## src/rtl/regfile_arb_pkg.sv

```systemverilog
// regfile_arb_pkg: shared widths, write-record type and grant-source encoding for the write-port arbiter
package regfile_arb_pkg;
  localparam int DATA_W = 32;
  localparam int ADDR_W = 5;
  typedef struct packed {
    logic [ADDR_W-1:0] addr;
    logic [DATA_W-1:0] data;
  } rf_wr_t;
  typedef enum logic [1:0] {GNT_IDLE, GNT_WB, GNT_LL} gnt_e;
endpackage

```

## src/rtl/rf_wr_fifo.sv

```systemverilog
// rf_wr_fifo: synchronous FIFO of write records; RFARB_FWD_EN exposes entries oldest-first for forward search
module rf_wr_fifo
  import regfile_arb_pkg::*;
#(
  parameter int DEPTH = 4,
  parameter type T = rf_wr_t,
  localparam int AW = $clog2(DEPTH),
  localparam int CW = AW + 1
) (
  input  logic clock,
  input  logic reset,
  input  logic push,
  input  logic pop,
  input  T din,
  output T dout,
`ifdef RFARB_FWD_EN
  output T [DEPTH-1:0] ord,
  output logic [DEPTH-1:0] vld,
`endif
  output logic [CW-1:0] cnt
);
  T mem [DEPTH];
  logic [AW-1:0] wp, rp;
  // pointers wrap naturally at DEPTH; count tracks push/pop
  always_ff @(posedge clock or posedge reset)
    if (reset) begin
      wp <= '0;
      rp <= '0;
      cnt <= '0;
    end else begin
      wp <= wp + AW'(push);
      rp <= rp + AW'(pop);
      cnt <= cnt + CW'(push) - CW'(pop);
    end
  // storage needs no reset: count gates which entries are meaningful
  always_ff @(posedge clock)
    if (push) mem[wp] <= din;
  assign dout = mem[rp];
`ifdef RFARB_FWD_EN
  // entries in age order, index 0 = head
  always_comb
    for (int i = 0; i < DEPTH; i++) begin
      ord[i] = mem[rp + AW'(i)];
      vld[i] = CW'(i) < cnt;
    end
`endif
endmodule

```

## src/rtl/regfile_wport_arbiter.sv

```systemverilog
// regfile_wport_arbiter: shares the RF write port between WB and a queued long-latency writer, with pending scoreboard (optional RFARB_FWD_EN forward search)
module regfile_wport_arbiter
  import regfile_arb_pkg::*;
#(
  parameter int DATA_W = regfile_arb_pkg::DATA_W,
  parameter int ADDR_W = regfile_arb_pkg::ADDR_W,
  parameter int FIFO_DEPTH = 4,
  localparam int CW = $clog2(FIFO_DEPTH) + 1
) (
  input  logic clock,
  input  logic reset,
  input  logic wb_valid,
  input  logic [ADDR_W-1:0] wb_addr,
  input  logic [DATA_W-1:0] wb_data,
  output logic wb_stall,
  input  logic ll_valid,
  output logic ll_ready,
  input  logic [ADDR_W-1:0] ll_addr,
  input  logic [DATA_W-1:0] ll_data,
  input  logic iss_valid,
  input  logic [ADDR_W-1:0] iss_addr,
  output logic [2**ADDR_W-1:0] pending,
  output logic rf_we,
  output logic [ADDR_W-1:0] rf_waddr,
  output logic [DATA_W-1:0] rf_wdata,
`ifdef RFARB_FWD_EN
  input  logic [ADDR_W-1:0] fwd_addr,
  output logic fwd_hit,
  output logic [DATA_W-1:0] fwd_data,
`endif
  output logic [CW-1:0] fifo_cnt
);
  typedef struct packed {
    logic [ADDR_W-1:0] addr;
    logic [DATA_W-1:0] data;
  } wr_t;
  wr_t head, w;
  gnt_e gnt;
  logic full, push, we_nxt;
  logic [2**ADDR_W-1:0] pend_nxt;
`ifdef RFARB_FWD_EN
  wr_t [FIFO_DEPTH-1:0] ord;
  logic [FIFO_DEPTH-1:0] vld;
`endif
  rf_wr_fifo #(.DEPTH(FIFO_DEPTH), .T(wr_t)) u_fifo (
    .clock(clock),
    .reset(reset),
    .push(push),
    .pop(gnt == GNT_LL),
    .din({ll_addr, ll_data}),
    .dout(head),
`ifdef RFARB_FWD_EN
    .ord(ord),
    .vld(vld),
`endif
    .cnt(fifo_cnt)
  );
  // grant: WB first unless the queue is full, otherwise drain the head when any is queued
  always_comb begin
    full = fifo_cnt == CW'(FIFO_DEPTH);
    gnt = (!full && wb_valid) ? GNT_WB : (fifo_cnt != '0) ? GNT_LL : GNT_IDLE;
    w = (gnt == GNT_WB) ? wr_t'({wb_addr, wb_data}) : head;
    we_nxt = gnt != GNT_IDLE && w.addr != '0;
    wb_stall = wb_valid && full;
    ll_ready = !full;
    push = ll_valid && !full;
  end
  // scoreboard: clear on queued-write grant, then set on issue so a same-cycle set wins
  always_comb begin
    pend_nxt = pending;
    if (gnt == GNT_LL) pend_nxt[head.addr] = 1'b0;
    if (iss_valid) pend_nxt[iss_addr] = 1'b1;
    pend_nxt[0] = 1'b0;
  end
  // register the granted write; address 0 is consumed without enabling the RF
  always_ff @(posedge clock or posedge reset)
    if (reset) begin
      rf_we <= 1'b0;
      rf_waddr <= '0;
      rf_wdata <= '0;
      pending <= '0;
    end else begin
      rf_we <= we_nxt;
      if (we_nxt) begin
        rf_waddr <= w.addr;
        rf_wdata <= w.data;
      end
      pending <= pend_nxt;
    end
`ifdef RFARB_FWD_EN
  // youngest matching queued entry wins; address 0 never hits
  always_comb begin
    fwd_hit = 1'b0;
    fwd_data = '0;
    for (int i = 0; i < FIFO_DEPTH; i++)
      if (vld[i] && ord[i].addr == fwd_addr && fwd_addr != '0) begin
        fwd_hit = 1'b1;
        fwd_data = ord[i].data;
      end
  end
`endif
endmodule

```

## config.mk

```make
export PLATFORM = sky130hd
export DESIGN_NAME = regfile_wport_arbiter
export DESIGN_NICKNAME = d
export VERILOG_FILES = /design/src/rtl/regfile_arb_pkg.sv /design/src/rtl/rf_wr_fifo.sv /design/src/rtl/regfile_wport_arbiter.sv
export SDC_FILE = /design/constraint.sdc
export NUM_CORES = 1
export LEC_CHECK = 0
export CORE_UTILIZATION = 57
export DETAILED_ROUTE_END_ITERATION = 8
export DONT_BUFFER_PORTS = 1
export GPL_ROUTABILITY_DRIVEN = 1
export PLACE_DENSITY = 0.76
export SYNTH_ARGS = -nofsm -noshare
export SYNTH_HDL_FRONTEND = slang
export SYNTH_HIERARCHICAL = 1
export SYNTH_SLANG_ARGS = --single-unit
```

## constraint.sdc

```tcl
create_clock -name clock -period 4.1 [get_ports clock]
set_input_delay 0.615 -clock clock [delete_from_list [all_inputs] [get_ports clock]]
set_output_delay 0.615 -clock clock [all_outputs]
set_load 0.01 [all_outputs]
```

# Word-level counts from Yosys, hierarchy flattened
# Memory sizes are Yosys's and may differ from the RTL's.
# Cells that the tools add are included.
totals:
  ramBits: 148
  output_inout_bits: 75
  inputBits: 84
  ff_bits: 76
  memories: 1
  wordCells: 43
memory_table:
  columns: ["memory", "words", "width", "read_ports", "rd_ports_with_merged_regs", "write_ports", "line_no", "text"]
  rows:
  - ["u_fifo.mem", 4, 37, 1, 0, 1, "rf_wr_fifo.sv:22", "T mem [DEPTH];"]
classes:
  order_cmp: 4
  eq_ne: 3
  mux: 11
  n_addsub: 4
  reduce_logical: 10
  n_bitwise: 3
ops:
  columns: ["cell", "count"]
  rows:
  - ["32-bit 2-to-1 mux", 2]
  - ["37-bit 2-to-1 mux", 1]
  - ["32-bit bitwise AND", 1]
  - ["32-bit NOT", 1]
  - ["32-bit OR", 1]
  - ["5-bit by 6-bit less-than comparator with 1-bit output, second input constant", 2]
  - ["1-bit demux with 5-bit select", 2]
  - ["5-bit by 1-bit greater-or-equal comparator with 1-bit output, second input constant", 2]
  - ["1-bit logical AND", 6]
  - ["5-bit nonzero test", 1]
  - ["2-bit by 1-bit adder with 2-bit output", 2]
  - ["1-bit 2-to-1 mux", 4]
  - ["2-bit 2-to-1 mux", 2]
  - ["3-bit by 1-bit adder with 3-bit output", 1]
  - ["3-bit == test, second input constant", 1]
  - ["3-bit nonzero test", 1]
  - ["3-bit by 1-bit subtractor with 3-bit output", 1]
  - ["2-bit by 1-bit == test with 1-bit output, second input constant", 1]
  - ["2-bit == test, second input constant", 1]
  - ["2-bit nonzero test", 1]
  - ["1-bit logical NOT", 1]

# Depth between registers and ports, before layout
# An unclocked memory read counts as a cell.
depth:
  word_depth: 10
  depth_mapped: 9
  depth_no_buf: 8

# Cells and area by module
# Netlist, hierarchy kept.
by_module_without_submodules:
  columns: ["mod", "instances", "cells_each", "area_per_inst_um2", "seq_area_each_um2"]
  rows:
  - ["rf_wr_fifo", 1, 217, 5731.7, 4619.4]
  - ["regfile_wport_arbiter", 1, 398, 3574.7, 1726.7]

# Worst setup path before layout
# OpenSTA, ideal clock, no wires.
synth_timing:
  path_type: "flip-flop to flip-flop"
  start: "register u_fifo.cnt[2]"
  end: "memory u_fifo/mem[0][0] (netlist bit), enable pin"
  arrival_time_ns: 3.796
  path_stages_with_launch: 5
  required_ns: 3.615
  n_path_buf: 0
  path_slack_ns: -0.182
  synth_period_minus_slack_ns: 4.282
  setup_ns: 0.485
  path_cell_list: "dfrtp_1 nor3b_2 inv_1 and2_1 nor3b_1"
synth_between:
  elab_chain_len: 5
synth_rtl:
  columns: ["item", "line_no", "text"]
  rows:
  - ["from (decl)", "rf_wr_fifo.sv:20", "output logic [CW-1:0] cnt"]
  - ["from (signal assigned)", "rf_wr_fifo.sv:33", "cnt <= cnt + CW'(push) - CW'(pop);"]
  - ["3-bit == test", "regfile_wport_arbiter.sv:60", "full = fifo_cnt == CW'(FIFO_DEPTH);"]
  - ["1-bit logical NOT", null, null]
  - ["via ll_ready", "regfile_wport_arbiter.sv:17", "output logic ll_ready,"]
  - ["1-bit logical AND", "regfile_wport_arbiter.sv:66", "push = ll_valid && !full;"]
  - ["via push", "regfile_wport_arbiter.sv:39", "logic full, push, we_nxt;"]
  - ["1-bit 2-to-1 mux", "rf_wr_fifo.sv:37", "if (push) mem[wp] <= din;"]
  - ["1-bit 2-to-1 mux (not written as such)", "rf_wr_fifo.sv:37", null]
  - ["to (decl)", "rf_wr_fifo.sv:22", null]
# The timed path passes the listed nets, and every way through them passes these cells.

==> impl_results.md <==
* Status: completed
* CP arrival at around 3.4 ns
* Synth top area share at 0.478
* Synth cell count leaders: edfxtp_1, dfrtp_1, a21oi_1, o21ai_0, nand2_1
* Pwr/cell area at about 760 nW/µm²
* Worst skew pair latency at roughly 0.50 ns
* RSZ-0062 raised after global routing: no
* ANT cells at 0
* CP max-delay cell: mux4_1
* CP endpoint kind: flop
* Multi-input gate area at around 2700 µm²
* Post-synthesis async set-or-reset flop share at 0.339
* Vias in the first global route at 5,596
* Syn nets at 704
* Main flop type after synthesis: edfxtp_1
* Reg2reg path depth at 5
* Seq cells post-synth at about 220
* Slew @ Worst Pin at 1.13 ns
* Core box area at around 16,000 µm²
* Die ar. at between 15,000 and 20,000 µm²
* Initial antenna violation count at 0
* Final Max Slew Viols at 0
* CTS Hold Bufs at 1
* Worst VDD drop at 0.454 mV
* P&R area growth vs syn at 9.14%
* DR vias/cell at about 6.5
* Post-synth cell types at 53
* R2r startpoint: u_fifo/rp[0]$_DFF_PP0_
* Largest net degree at the start of global routing at 46
* CTS tree: built
* CP cell instances: mux4_1 > nor3_1 > o211ai_4 > o211a_1 > o22a_1
* Number of post-CTS setup repair buffers at 0
* Fillers at 1,151
* Setup crit start: u_fifo/rp[0]$_DFF_PP0_
* Yosys top cell by area: edfxtp_1
* EDFF count, synth at approximately 150
* Wire length per cell at approximately 24 µm
* R2R Setup Slk at about 1.1 ns
* Register area share after synthesis at 0.682
* # IOs at ~160
* Max incr delay on CP at around 0.80 ns
* First-pass GRT wire length at ~31,000 µm
* Root Driver: clkbuf_16
* Pwr Total at roughly 7.7 mW
* Worst r2r dst: rf_waddr[2]$_DFFE_PP0P_
* Total grt overflow at 0
* GRT Util Overall at 0.247
* CP Buf/Inv Count at 0
* Drc violations at 0
* Startpoint Class: flop
* Die H at approximately 130 µm
* Reg area at 6350 µm²
* Drt total wl at 20,500 µm
* Placement Rows at 46
* Clock Path Buffers at 3
* NumNets Final at 704
* Synthesized area per cell at ~15 µm²
* Antenna Nets Post-Route at 0
* Post-synth design cell area at ~9300 µm²
* CP Class: flop to flop
* Synthesized netlist cell count at about 620
* Sink count of the clock tree at roughly 220
* Drt pass-1 iters at 5
* Final setup viols at 0
* Post-CTS sizing at 0
* Crit path depth at 5
* Most frequent cell after synthesis: edfxtp_1
* Max H-tree Level at 1
* Setup TNS at 0 ns
* Warnings from Yosys at 6
* Detailed Place HPWL at 13,600 µm
* Area contributors post-synth: edfxtp_1, dfrtp_1, mux4_2
* Worst min path class: input pin to async pin
* Initial core utilization at 0.586
* Crit path to: rf_waddr[2]$_DFFE_PP0P_
* FMAX at around 330 MHz
* Critical Path Fanout Max at 36
* Skew final at approximately 0.015 ns
* Worst slew margin at 0.240
* Max-Cap Viols at 0
* Top Family by Delay on Critical Path: compound AO/OA/AOI/OAI gates
* P_leak at approximately 3.7 nW
* Minimum clock period at approximately 3 ns
* Port Buf Inserts at 0
* Die W at between 100 and 150 µm
* Via count at 5,488
* Worst-path clk slew at roughly 0.060 ns
* Iter 0 DRT Violations at 514
* CTS buffer count at 23
* Final period utilization at 0.739
* Endpoints failing hold at 0
* RePlAce Congestion at about 0.86
* CP Data Required Time at 4.48 ns
* Share of layout cells above drive strength 1 at 0.152
## how the worst min path moves through the flow
stage | to | slack [ns] | cells past startpoint
6_report | pending[10]$_DFF_PP0_ | 0.20 | 1
3_5_place_dp | u_fifo/wp[0]$_DFF_PP0_ | 0.45 | 1
3_3_place_gp | u_fifo/wp[0]$_DFF_PP0_ | 0.45 | 1
5_1_grt | u_fifo/mem[0][9]$_DFFE_PP_ | 0.18 | 0
2_1_floorplan | u_fifo/cnt[0]$_DFF_PP0_ | 0.42 | 1
4_1_cts | u_fifo/mem[3][16]$_DFFE_PP_ | 0.19 | 0
## cell type report
class | instances | area share
flip-flops and latches | 224 | 0.625
multi-input cells | 339 | 0.266
clock buffers | 34 | 0.0637
well taps | 216 | 0.0266
repair buffers | 11 | 0.00838
inverters | 16 | 0.00591
clock inverters | 8 | 0.00456
## routing by layer
layer	track usage	routed length (µm)	up-vias
li1	-	-	2370
met1	0.301	7620	2795
met2	0.426	10300	289
met3	0.0824	2290	34
met4	0.0629	370	0
met5	0	0	-
## kinds of logic after synthesis
group,Yosys count,synth area share
flops,224,0.682
compound gates,165,0.113
buf+inv,52,0.0305
fa+ha+maj,5,0.00753
xor+xnor,3,0.00444
simple gates,125,0.0670
other cells,1,0.000403
mux,40,0.0956
## flip-flops by register name, summed over array words and instances (netlist names)
name and flops:
u_fifo/wp 2, rf_waddr 5, u_fifo/mem 148, u_fifo/rp 2, rf_wdata 32, pending 31
rf_we 1, u_fifo/cnt 3
## cell usage in the layout, fill, tap and decap left out, types with 7 or more instances in the layout
master / Yosys / layout
nand3_1: 10 / 10
mux4_2: 30 / 30
a22o_1: 7 / 7
o21ai_0: 45 / 45
edfxtp_1: 148 / 148
a211oi_1: 25 / 25
a211oi_2: 7 / 7
nor2_1: 36 / 36
nor3b_1: 8 / 7
clkbuf_16: 0 / 23
clkbuf_1: 13 / 8
mux4_1: 7 / 7
buf_4: 4 / 10
a21oi_1: 63 / 63
dfrtp_1: 76 / 74
nand2_1: 39 / 39
inv_1: 16 / 15
## stage by stage
stage	area, µm²	utilization	hold slack (ns)	cells	worst slack [ns]
final	10200	0.639	0.196	848	1.07
after global routing	10200	0.639	0.180	848	0.844
after CTS	10200	0.639	0.187	848	1.06
after detailed placement	9450	0.595	0.454	805	1.07
after global placement	9450	0.595	0.453	805	1.19
after floorplan	9310	-	0.418	615	1.15
## where the power goes
| group | internal (mW) | switching (mW) | leakage (nW) |
|---|---|---|---|
| Combinational | 0.865 | 1.17 | 1.06 |
| Clock | 1.09 | 0.805 | 0.343 |
| Sequential | 3.14 | 0.665 | 2.25 |
| Total | 5.10 | 2.64 | 3.65 |
Note: power is estimated with default switching activity, not from simulation.
